[src/rtl/regfile_write_arbiter_if.sv]
// Write-request, echo and register-file write-port bundle for regfile_write_arbiter.
// The arbiter takes the slave side; the requester/datapath environment takes the master side.
interface regfile_write_arbiter_if #(
  parameter int l = 16,
  parameter int a = 3
);
  localparam int r = 1 << a;

  logic         WbValid;
  logic         WbReady;
  logic [a-1:0] WbAddr;
  logic [l-1:0] WbData;

  logic         LdValid;
  logic         LdReady;
  logic [a-1:0] LdAddr;
  logic [l-1:0] LdData;

  logic         FlagValid;
  logic         FlagReady;
  logic [l-1:0] FlagData;

  logic [a-1:0] EchoAddr;
  logic [l-1:0] EchoData;

  logic [a-1:0] RfAddrA;
  logic [l-1:0] RfInDataA;
  logic [l-1:0] RfInNewFlags;
  logic         RfUpdateFlags;
  logic [r-1:0] PendingMask;
  logic         Busy;

  modport slave (
    input  WbValid, WbAddr, WbData,
    input  LdValid, LdAddr, LdData,
    input  FlagValid, FlagData,
    input  EchoAddr, EchoData,
    output WbReady, LdReady, FlagReady,
    output RfAddrA, RfInDataA, RfInNewFlags, RfUpdateFlags,
    output PendingMask, Busy
  );

  modport master (
    output WbValid, WbAddr, WbData,
    output LdValid, LdAddr, LdData,
    output FlagValid, FlagData,
    output EchoAddr, EchoData,
    input  WbReady, LdReady, FlagReady,
    input  RfAddrA, RfInDataA, RfInNewFlags, RfUpdateFlags,
    input  PendingMask, Busy
  );
endinterface

[src/rtl/regfile_write_arbiter.sv]
// Round-robin arbiter merging writeback and load writes into one register-file write port,
// with a separate flags-update path kept off the flags register whenever a data write targets it.
module regfile_write_arbiter #(
  parameter int l = 16,
  parameter int a = 3
) (
  input  logic                 Clk,
  input  logic                 Reset,
  regfile_write_arbiter_if.slave bus
);
  localparam int r = 1 << a;
  localparam logic [a-1:0] FA = {a{1'b1}};

  function automatic logic [r-1:0] onehot(input logic [a-1:0] idx);
    logic [r-1:0] m;
    m      = '0;
    m[idx] = 1'b1;
    return m;
  endfunction

  logic         prio;
  logic         svalid_p0;
  logic [a-1:0] saddr_p0;
  logic [l-1:0] sdata_p0;
  logic         fvalid_p0;
  logic [l-1:0] fdata_p0;

  logic         grant_wb;
  logic         grant_ld;
  logic         grant_any;
  logic [a-1:0] grant_addr;
  logic [l-1:0] grant_data;
  logic         data_to_fa;
  logic         flag_take;

  always_comb begin
    grant_wb   = !Reset && bus.WbValid && (!bus.LdValid || !prio);
    grant_ld   = !Reset && bus.LdValid && (!bus.WbValid ||  prio);
    grant_any  = grant_wb || grant_ld;
    grant_addr = grant_wb ? bus.WbAddr : bus.LdAddr;
    grant_data = grant_wb ? bus.WbData : bus.LdData;
    // A flags update is held off when the same edge would also stage a data write to the flags register.
    data_to_fa = grant_any && (grant_addr == FA);
    flag_take  = !Reset && bus.FlagValid && !data_to_fa;
  end

  assign bus.WbReady   = grant_wb;
  assign bus.LdReady   = grant_ld;
  assign bus.FlagReady = flag_take;

  // Stage p0: accepted requests, committed to the register file on the following edge.
  always_ff @(posedge Clk) begin
    if (Reset) begin
      prio      <= 1'b0;
      svalid_p0 <= 1'b0;
      saddr_p0  <= '0;
      sdata_p0  <= '0;
      fvalid_p0 <= 1'b0;
      fdata_p0  <= '0;
    end else begin
      svalid_p0 <= grant_any;
      fvalid_p0 <= flag_take;
      if (grant_any) begin
        saddr_p0 <= grant_addr;
        sdata_p0 <= grant_data;
        prio     <= grant_wb;
      end
      if (flag_take) begin
        fdata_p0 <= bus.FlagData;
      end
    end
  end

  // Commit: with nothing staged (or in reset) the port rewrites the echoed register with its own value.
  assign bus.RfAddrA       = (svalid_p0 && !Reset) ? saddr_p0 : bus.EchoAddr;
  assign bus.RfInDataA     = (svalid_p0 && !Reset) ? sdata_p0 : bus.EchoData;
  assign bus.RfUpdateFlags = fvalid_p0 && !Reset;
  assign bus.RfInNewFlags  = fdata_p0;
  assign bus.PendingMask   = (svalid_p0 && !Reset) ? onehot(saddr_p0) : '0;
  assign bus.Busy          = svalid_p0 || fvalid_p0;
endmodule

[src/flat_wrapper.sv]
// flat-port wrapper written by rule: the top's interface ports become plain ports
module regfile_write_arbiter_flat 
#(
  parameter int l = 16,
  parameter int a = 3
)
  (Clk, Reset, bus_WbValid, bus_WbAddr, bus_WbData, bus_LdValid, bus_LdAddr, bus_LdData, bus_FlagValid, bus_FlagData, bus_EchoAddr, bus_EchoData, bus_WbReady, bus_LdReady, bus_FlagReady, bus_RfAddrA, bus_RfInDataA, bus_RfInNewFlags, bus_RfUpdateFlags, bus_PendingMask, bus_Busy);
  regfile_write_arbiter_if #(.l(l), .a(a)) bus_i ();
  input  logic Clk;
  input  logic Reset;
  input wire logic [$bits(bus_i.WbValid)-1:0] bus_WbValid;
  input wire logic [$bits(bus_i.WbAddr)-1:0] bus_WbAddr;
  input wire logic [$bits(bus_i.WbData)-1:0] bus_WbData;
  input wire logic [$bits(bus_i.LdValid)-1:0] bus_LdValid;
  input wire logic [$bits(bus_i.LdAddr)-1:0] bus_LdAddr;
  input wire logic [$bits(bus_i.LdData)-1:0] bus_LdData;
  input wire logic [$bits(bus_i.FlagValid)-1:0] bus_FlagValid;
  input wire logic [$bits(bus_i.FlagData)-1:0] bus_FlagData;
  input wire logic [$bits(bus_i.EchoAddr)-1:0] bus_EchoAddr;
  input wire logic [$bits(bus_i.EchoData)-1:0] bus_EchoData;
  output wire logic [$bits(bus_i.WbReady)-1:0] bus_WbReady;
  output wire logic [$bits(bus_i.LdReady)-1:0] bus_LdReady;
  output wire logic [$bits(bus_i.FlagReady)-1:0] bus_FlagReady;
  output wire logic [$bits(bus_i.RfAddrA)-1:0] bus_RfAddrA;
  output wire logic [$bits(bus_i.RfInDataA)-1:0] bus_RfInDataA;
  output wire logic [$bits(bus_i.RfInNewFlags)-1:0] bus_RfInNewFlags;
  output wire logic [$bits(bus_i.RfUpdateFlags)-1:0] bus_RfUpdateFlags;
  output wire logic [$bits(bus_i.PendingMask)-1:0] bus_PendingMask;
  output wire logic [$bits(bus_i.Busy)-1:0] bus_Busy;
  assign bus_i.WbValid = bus_WbValid;
  assign bus_i.WbAddr = bus_WbAddr;
  assign bus_i.WbData = bus_WbData;
  assign bus_i.LdValid = bus_LdValid;
  assign bus_i.LdAddr = bus_LdAddr;
  assign bus_i.LdData = bus_LdData;
  assign bus_i.FlagValid = bus_FlagValid;
  assign bus_i.FlagData = bus_FlagData;
  assign bus_i.EchoAddr = bus_EchoAddr;
  assign bus_i.EchoData = bus_EchoData;
  assign bus_WbReady = bus_i.WbReady;
  assign bus_LdReady = bus_i.LdReady;
  assign bus_FlagReady = bus_i.FlagReady;
  assign bus_RfAddrA = bus_i.RfAddrA;
  assign bus_RfInDataA = bus_i.RfInDataA;
  assign bus_RfInNewFlags = bus_i.RfInNewFlags;
  assign bus_RfUpdateFlags = bus_i.RfUpdateFlags;
  assign bus_PendingMask = bus_i.PendingMask;
  assign bus_Busy = bus_i.Busy;
  regfile_write_arbiter #(.l(l), .a(a)) u_core (.Clk(Clk), .Reset(Reset), .bus(bus_i));
endmodule
[config.mk]
export PLATFORM = sky130hd
export DESIGN_NAME = regfile_write_arbiter_flat
export DESIGN_NICKNAME = d
export VERILOG_FILES = /design/src/rtl/regfile_write_arbiter_if.sv /design/src/rtl/regfile_write_arbiter.sv /design/src/flat_wrapper.sv
export SDC_FILE = /design/constraint.sdc
export NUM_CORES = 1
export LEC_CHECK = 0
export ABC_AREA = 1
export CORE_MARGIN = 4
export CORE_UTILIZATION = 36
export DETAILED_ROUTE_END_ITERATION = 16
export PLACE_DENSITY = 0.8
export RECOVER_POWER = 50
export SLEW_MARGIN = 20
export SYNTH_ARGS = -nofsm -noshare
export SYNTH_HDL_FRONTEND = slang
export SYNTH_SLANG_ARGS = --single-unit
[constraint.sdc]
create_clock -name Clk -period 1.98 [get_ports Clk]
set_input_delay 0.396 -clock Clk [delete_from_list [all_inputs] [get_ports Clk]]
set_output_delay 0.396 -clock Clk [all_outputs]
set_load 0.03 [all_outputs]
# After elaboration in Yosys (flattened, before gate mapping)
# Index checks and enable logic that the tools add are counted.
[classes]
bitwise_logic = 0
n_reduce_logical = 19
mux = 7
shifts = 0
mul = 0
div = 0
magnitude_cmp = 2
n_eq_ne = 1
add_sub_neg = 0
[ops]
columns = ["cell", "n"]
rows = [
  ["$mux 16", 2],
  ["$logic_and 1x1->1", 10],
  ["$mux 8", 1],
  ["$mux 3", 2],
  ["$logic_not 1->1", 5],
  ["$logic_or 1x1->1", 4],
  ["$lt 3x4->1 const B", 1],
  ["$demux 1 s3", 1],
  ["$eq 3x3->1 const B", 1],
  ["$ge 3x1->1 const B", 1],
  ["$mux 1", 1],
]
[totals]
ram_bits = 0
latch_bits = 0
output_inout_bits = 48
input_bits = 78
wordCells = 35
mem_bits_ro = 0
memories = 0
regBits = 38

# Depth between registers and ports, before layout
[logic_depth]
depth_word = 8
ltp_mapped = 10
depth_no_buf = 9

# Least setup slack after synthesis
# Ideal clock, no wire load.
[synth_path]
path_type = "input port to output port"
from = "in Reset"
to = "out bus_RfAddrA[1]"
t_arrival_ns = 1.808
path_stages = 5
required_time_ns = 1.584
n_path_buf = 2
setup_slack_ns = -0.224
path_cell_list = "buf_2 -> nor2_2 -> inv_1 -> clkbuf_1 -> o21ai_0"
[synth_via]
elab_chain_cells = 3
[synth_lines]
columns = ["element", "line_no", "rtl"]
rows = [
  ["start, declared", "flat_wrapper.sv:10", "input logic Reset;"],
  ["$logic_not 1->1", "regfile_write_arbiter.sv:75", "assign bus.RfAddrA = (svalid_p0 && !Reset) ? saddr_p0 : bus.EchoAddr;"],
  ["$logic_and 1x1->1", "regfile_write_arbiter.sv:75", ""],
  ["$mux 3", "regfile_write_arbiter.sv:75", ""],
  ["end, declared", "flat_wrapper.sv:24", "output wire logic [$bits(bus_i.RfAddrA)-1:0] bus_RfAddrA;"],
]
# Every way passes these cells.

# Worst setup path after layout
[layout_path]
from = "in bus_WbAddr[2]"
to = "out bus_FlagReady"
[layout_via]
elab_chain_cells = 5
[layout_lines]
columns = ["element", "line_no", "rtl"]
rows = [
  ["start, declared", "flat_wrapper.sv:12", "input wire logic [$bits(bus_i.WbAddr)-1:0] bus_WbAddr;"],
  ["$mux 3", "regfile_write_arbiter.sv:40", "grant_addr = grant_wb ? bus.WbAddr : bus.LdAddr;"],
  ["$eq 3x3->1", "regfile_write_arbiter.sv:43", "data_to_fa = grant_any && (grant_addr == FA);"],
  ["$logic_and 1x1->1", "regfile_write_arbiter.sv:43", ""],
  ["$logic_not 1->1", "regfile_write_arbiter.sv:44", "flag_take = !Reset && bus.FlagValid && !data_to_fa;"],
  ["$logic_and 1x1->1", "regfile_write_arbiter.sv:44", ""],
  ["end, declared", "flat_wrapper.sv:23", "output wire logic [$bits(bus_i.FlagReady)-1:0] bus_FlagReady;"],
]
# Every way passes these cells.

==> summary.txt <==
STA
  • Relative slew slack: 40.36%
  • RSZ-0062 raised after global routing: no
  • Period utilization: 96.12%
  • Crit path time final: 1.903 ns
  • Final setup viols: 0
  • Max Slew Vio Count: 0
  • Achievable clock frequency: 0.5255 GHz
  • Skew final: 0.006402 ns
  • Hold violation count in the final report: 0
  • Setup ws final: 0.07692 ns
  • Worst Tran Pin Value: 0.8946 ns
  • Hold slack: 0.4582 ns

Power and ir drop
  • LEAKAGE: ~1.7 nW
  • Total chip power: approximately 2.1 mW
  • Worst VDD drop: 0.4297 mV
  • PD cells: roughly 610 nW/um^2

Logic synthesis
  • Post-synth EDFFs: 0
  • Yosys reg bits: 38
  • Register area share after synthesis: 38.85%
  • Synthesized area: a little under 2000 sq um
  • Most common cell in the netlist: nand2_1
  • Syn Area/Cell: 6.337 sq um
  • Most common flop cell mapped by yosys: dfxtp_1
  • Commonest cells post-synth: 111 x nand2_1, 38 x dfxtp_1, 35 x nor2_1
  • Post-Syn Nets: 387
  • Share of the synthesized area in the top cell type: between 30% and 40%
  • Post-synth ARST share: 0%
  • Netlist cell types: 22
  • Synth warn: 0
  • Post-synth top area cell: dfxtp_1
  • Synth top area cells: dfxtp_1 39%, nand2_1 21%, nor2_1 6.7%, inv_1 6.5%, o21ai_0 5.1%
  • Synth Instances: approximately 300

GRT
  • Total gr overflow: 0
  • Largest net degree at the start of global routing: 23
  • Initial antenna violation count: 0
  • Vias in the first global route: 2405
  • Gr usage total: between 20 and 25%
  • First-pass GRT wire length: 10390 microns

Die
  • Die W: 81.75 microns
  • Die Area: approximately 6700 sq um
  • Core Box Area: roughly 5200 sq um
  • FP Rows: 26
  • Starting density of the core: 37.62%
  • I/O pins: 126
  • Chip height: 81.75 microns

Clocking
  • Clk slew on worst S/H paths: 0.07 ns
  • Num CTS Buffers: 5
  • CTS tree: built
  • Hold-fix buffers, CTS: 0
  • Clock Latency Late Sink: 0.28 ns
  • CTS Buffer Depth: 2
  • Clock Root Buffer: clkbuf_8
  • H-tree depth: 2
  • TritonCTS Sinks: 38

Place
  • Post-placement cell count: around 510
  • DP HPWL: 5100 microns
  • Port buffer count: 125
  • DP Worst Slack: -0.2509 ns
  • DP Area: 3342 sq um
  • Routability cong.: 0.7379

Detailed routing
  • Wire per inst: 12.70 microns
  • Vias post-DR: 2445
  • Remaining antenna violation count after routing: 0
  • Post-Route WL: 6631 microns
  • Drt first pass iters: 4
  • Vias per cell: ~4.7
  • DRC errors left: 0
  • First DRT Iteration DRCs: 62

Worst hold path
  • Hold Crit Depth: 3
  • Hold WC Path Type: input port to register

Final layout
  • Inserted Diodes: 0
  • Fraction of layout cells with a size suffix above 1: 16.59%
  • Post-route cell area: 3447 sq um
  • Post-route insts no fill: 522
  • Area grow syn2layout: 76.04%
  • Final #Nets: 529

Setup path
  • CP Data Arrival Time: 1.51 ns
  • CP Launch Type: input port
  • R2r worst-path depth: 10
  • Crit path capture type: primary output
  • Path type of the worst setup path: input port to primary output
  • WP data required: 1.58 ns
  • Worst Path Max Fanout: 2

Outcome
  • Status: finished, final reports clean

Flow run
  • Max_cap viols: 0
==> state kept, by name (all words and copies together), names as in the netlist <==
name	flops
u_core.svalid_p0	1
u_core.sdata_p0	16
u_core.fvalid_p0	1
u_core.prio	1
u_core.bus.RfInNewFlags	16
u_core.saddr_p0	3
==> worst max-delay path, cell delays in order <==
cell and delay [ns]:
clkdlybuf4s50_1 0.45, inv_1 0.04, nand3_1 0.07, nand2_1 0.08, nor2_2 0.15, nand2_4 0.07, nand2_4 0.05, inv_1 0.04
buf_4 0.16
==> path summary, 6_finish.rpt <==
kind,startpoint,slack [ns],to
worst min-delay path,bus_WbValid,0.46,u_core.prio$_SDFFE_PP0P_
worst max-delay path,bus_WbAddr[2],0.08,bus_FlagReady
worst max register to register,u_core.prio$_SDFFE_PP0P_,0.48,u_core.bus.RfInNewFlags[9]$_SDFFE_PP0P_
worst min register to register,u_core.prio$_SDFFE_PP0P_,0.51,u_core.prio$_SDFFE_PP0P_
==> layout by cell type, fill, tap and decap left out, drive strengths merged <==
cell,instances
dlygate4sd2,1
dfxtp,38
nor2,40
o21a,1
nand2,113
buf,52
nand3,18
o21ai,20
a211oi,1
nand3b,2
clkinv,1
a21oi,10
o211ai,2
clkdlybuf4s50,89
inv,35
nor3,7
dlygate4sd3,2
clkbuf,13
o221ai,7
==> cell type report <==
cell class / instances / area [sq um]
timing repair buffer: 150 / 1363
sequential: 38 / 760.7
multi-input combinational: 221 / 1013
clock inverter: 1 / 5.005
clock buffer: 7 / 86.33
tap: 70 / 87.58
inverter: 35 / 131.4
fill: 497 / 1758
==> logic make-up (layout without fill, tap and decap cells) <==
family	Yosys count	in the layout	synth area share (%)
flip-flops	38	38	38.85
AND/OR/NAND/NOR	180	180	38.66
AO/OA/AOI/OAI	41	41	12.33
buffers and inverters	50	193	10.16
==> repair_timing <==
item,CTS,global route
hold endpoints to repair,0,0
buffers inserted,2,1
endpoints found under the setup margin,31,1
gates resized for setup,7,4
pin swaps,3,1
==> through the flow <==
step                TNS (ns)  util [%]
floorplan            -0.4484         -
global placement      -1.672     64.21
detailed placement    -3.962     64.21
CTS                        0     66.47
global route               0     66.23
finish                     0     66.23
==> where the power goes <==
part | internal [mW] | switching [mW]
Combinational | 0.336 | 0.365
Sequential | 0.829 | 0.0323
Clock | 0.281 | 0.267
Total | 1.45 | 0.664
==> metal layers <==
metal	global-route usage (%)	routed length [microns]	vias up
met4	6.312	61	0
met5	0	0	-
met3	9.320	875	8
li1	-	-	1254
met2	35.22	3064	109
met1	21.28	2629	1074
Power figures use the tool's default switching activity.
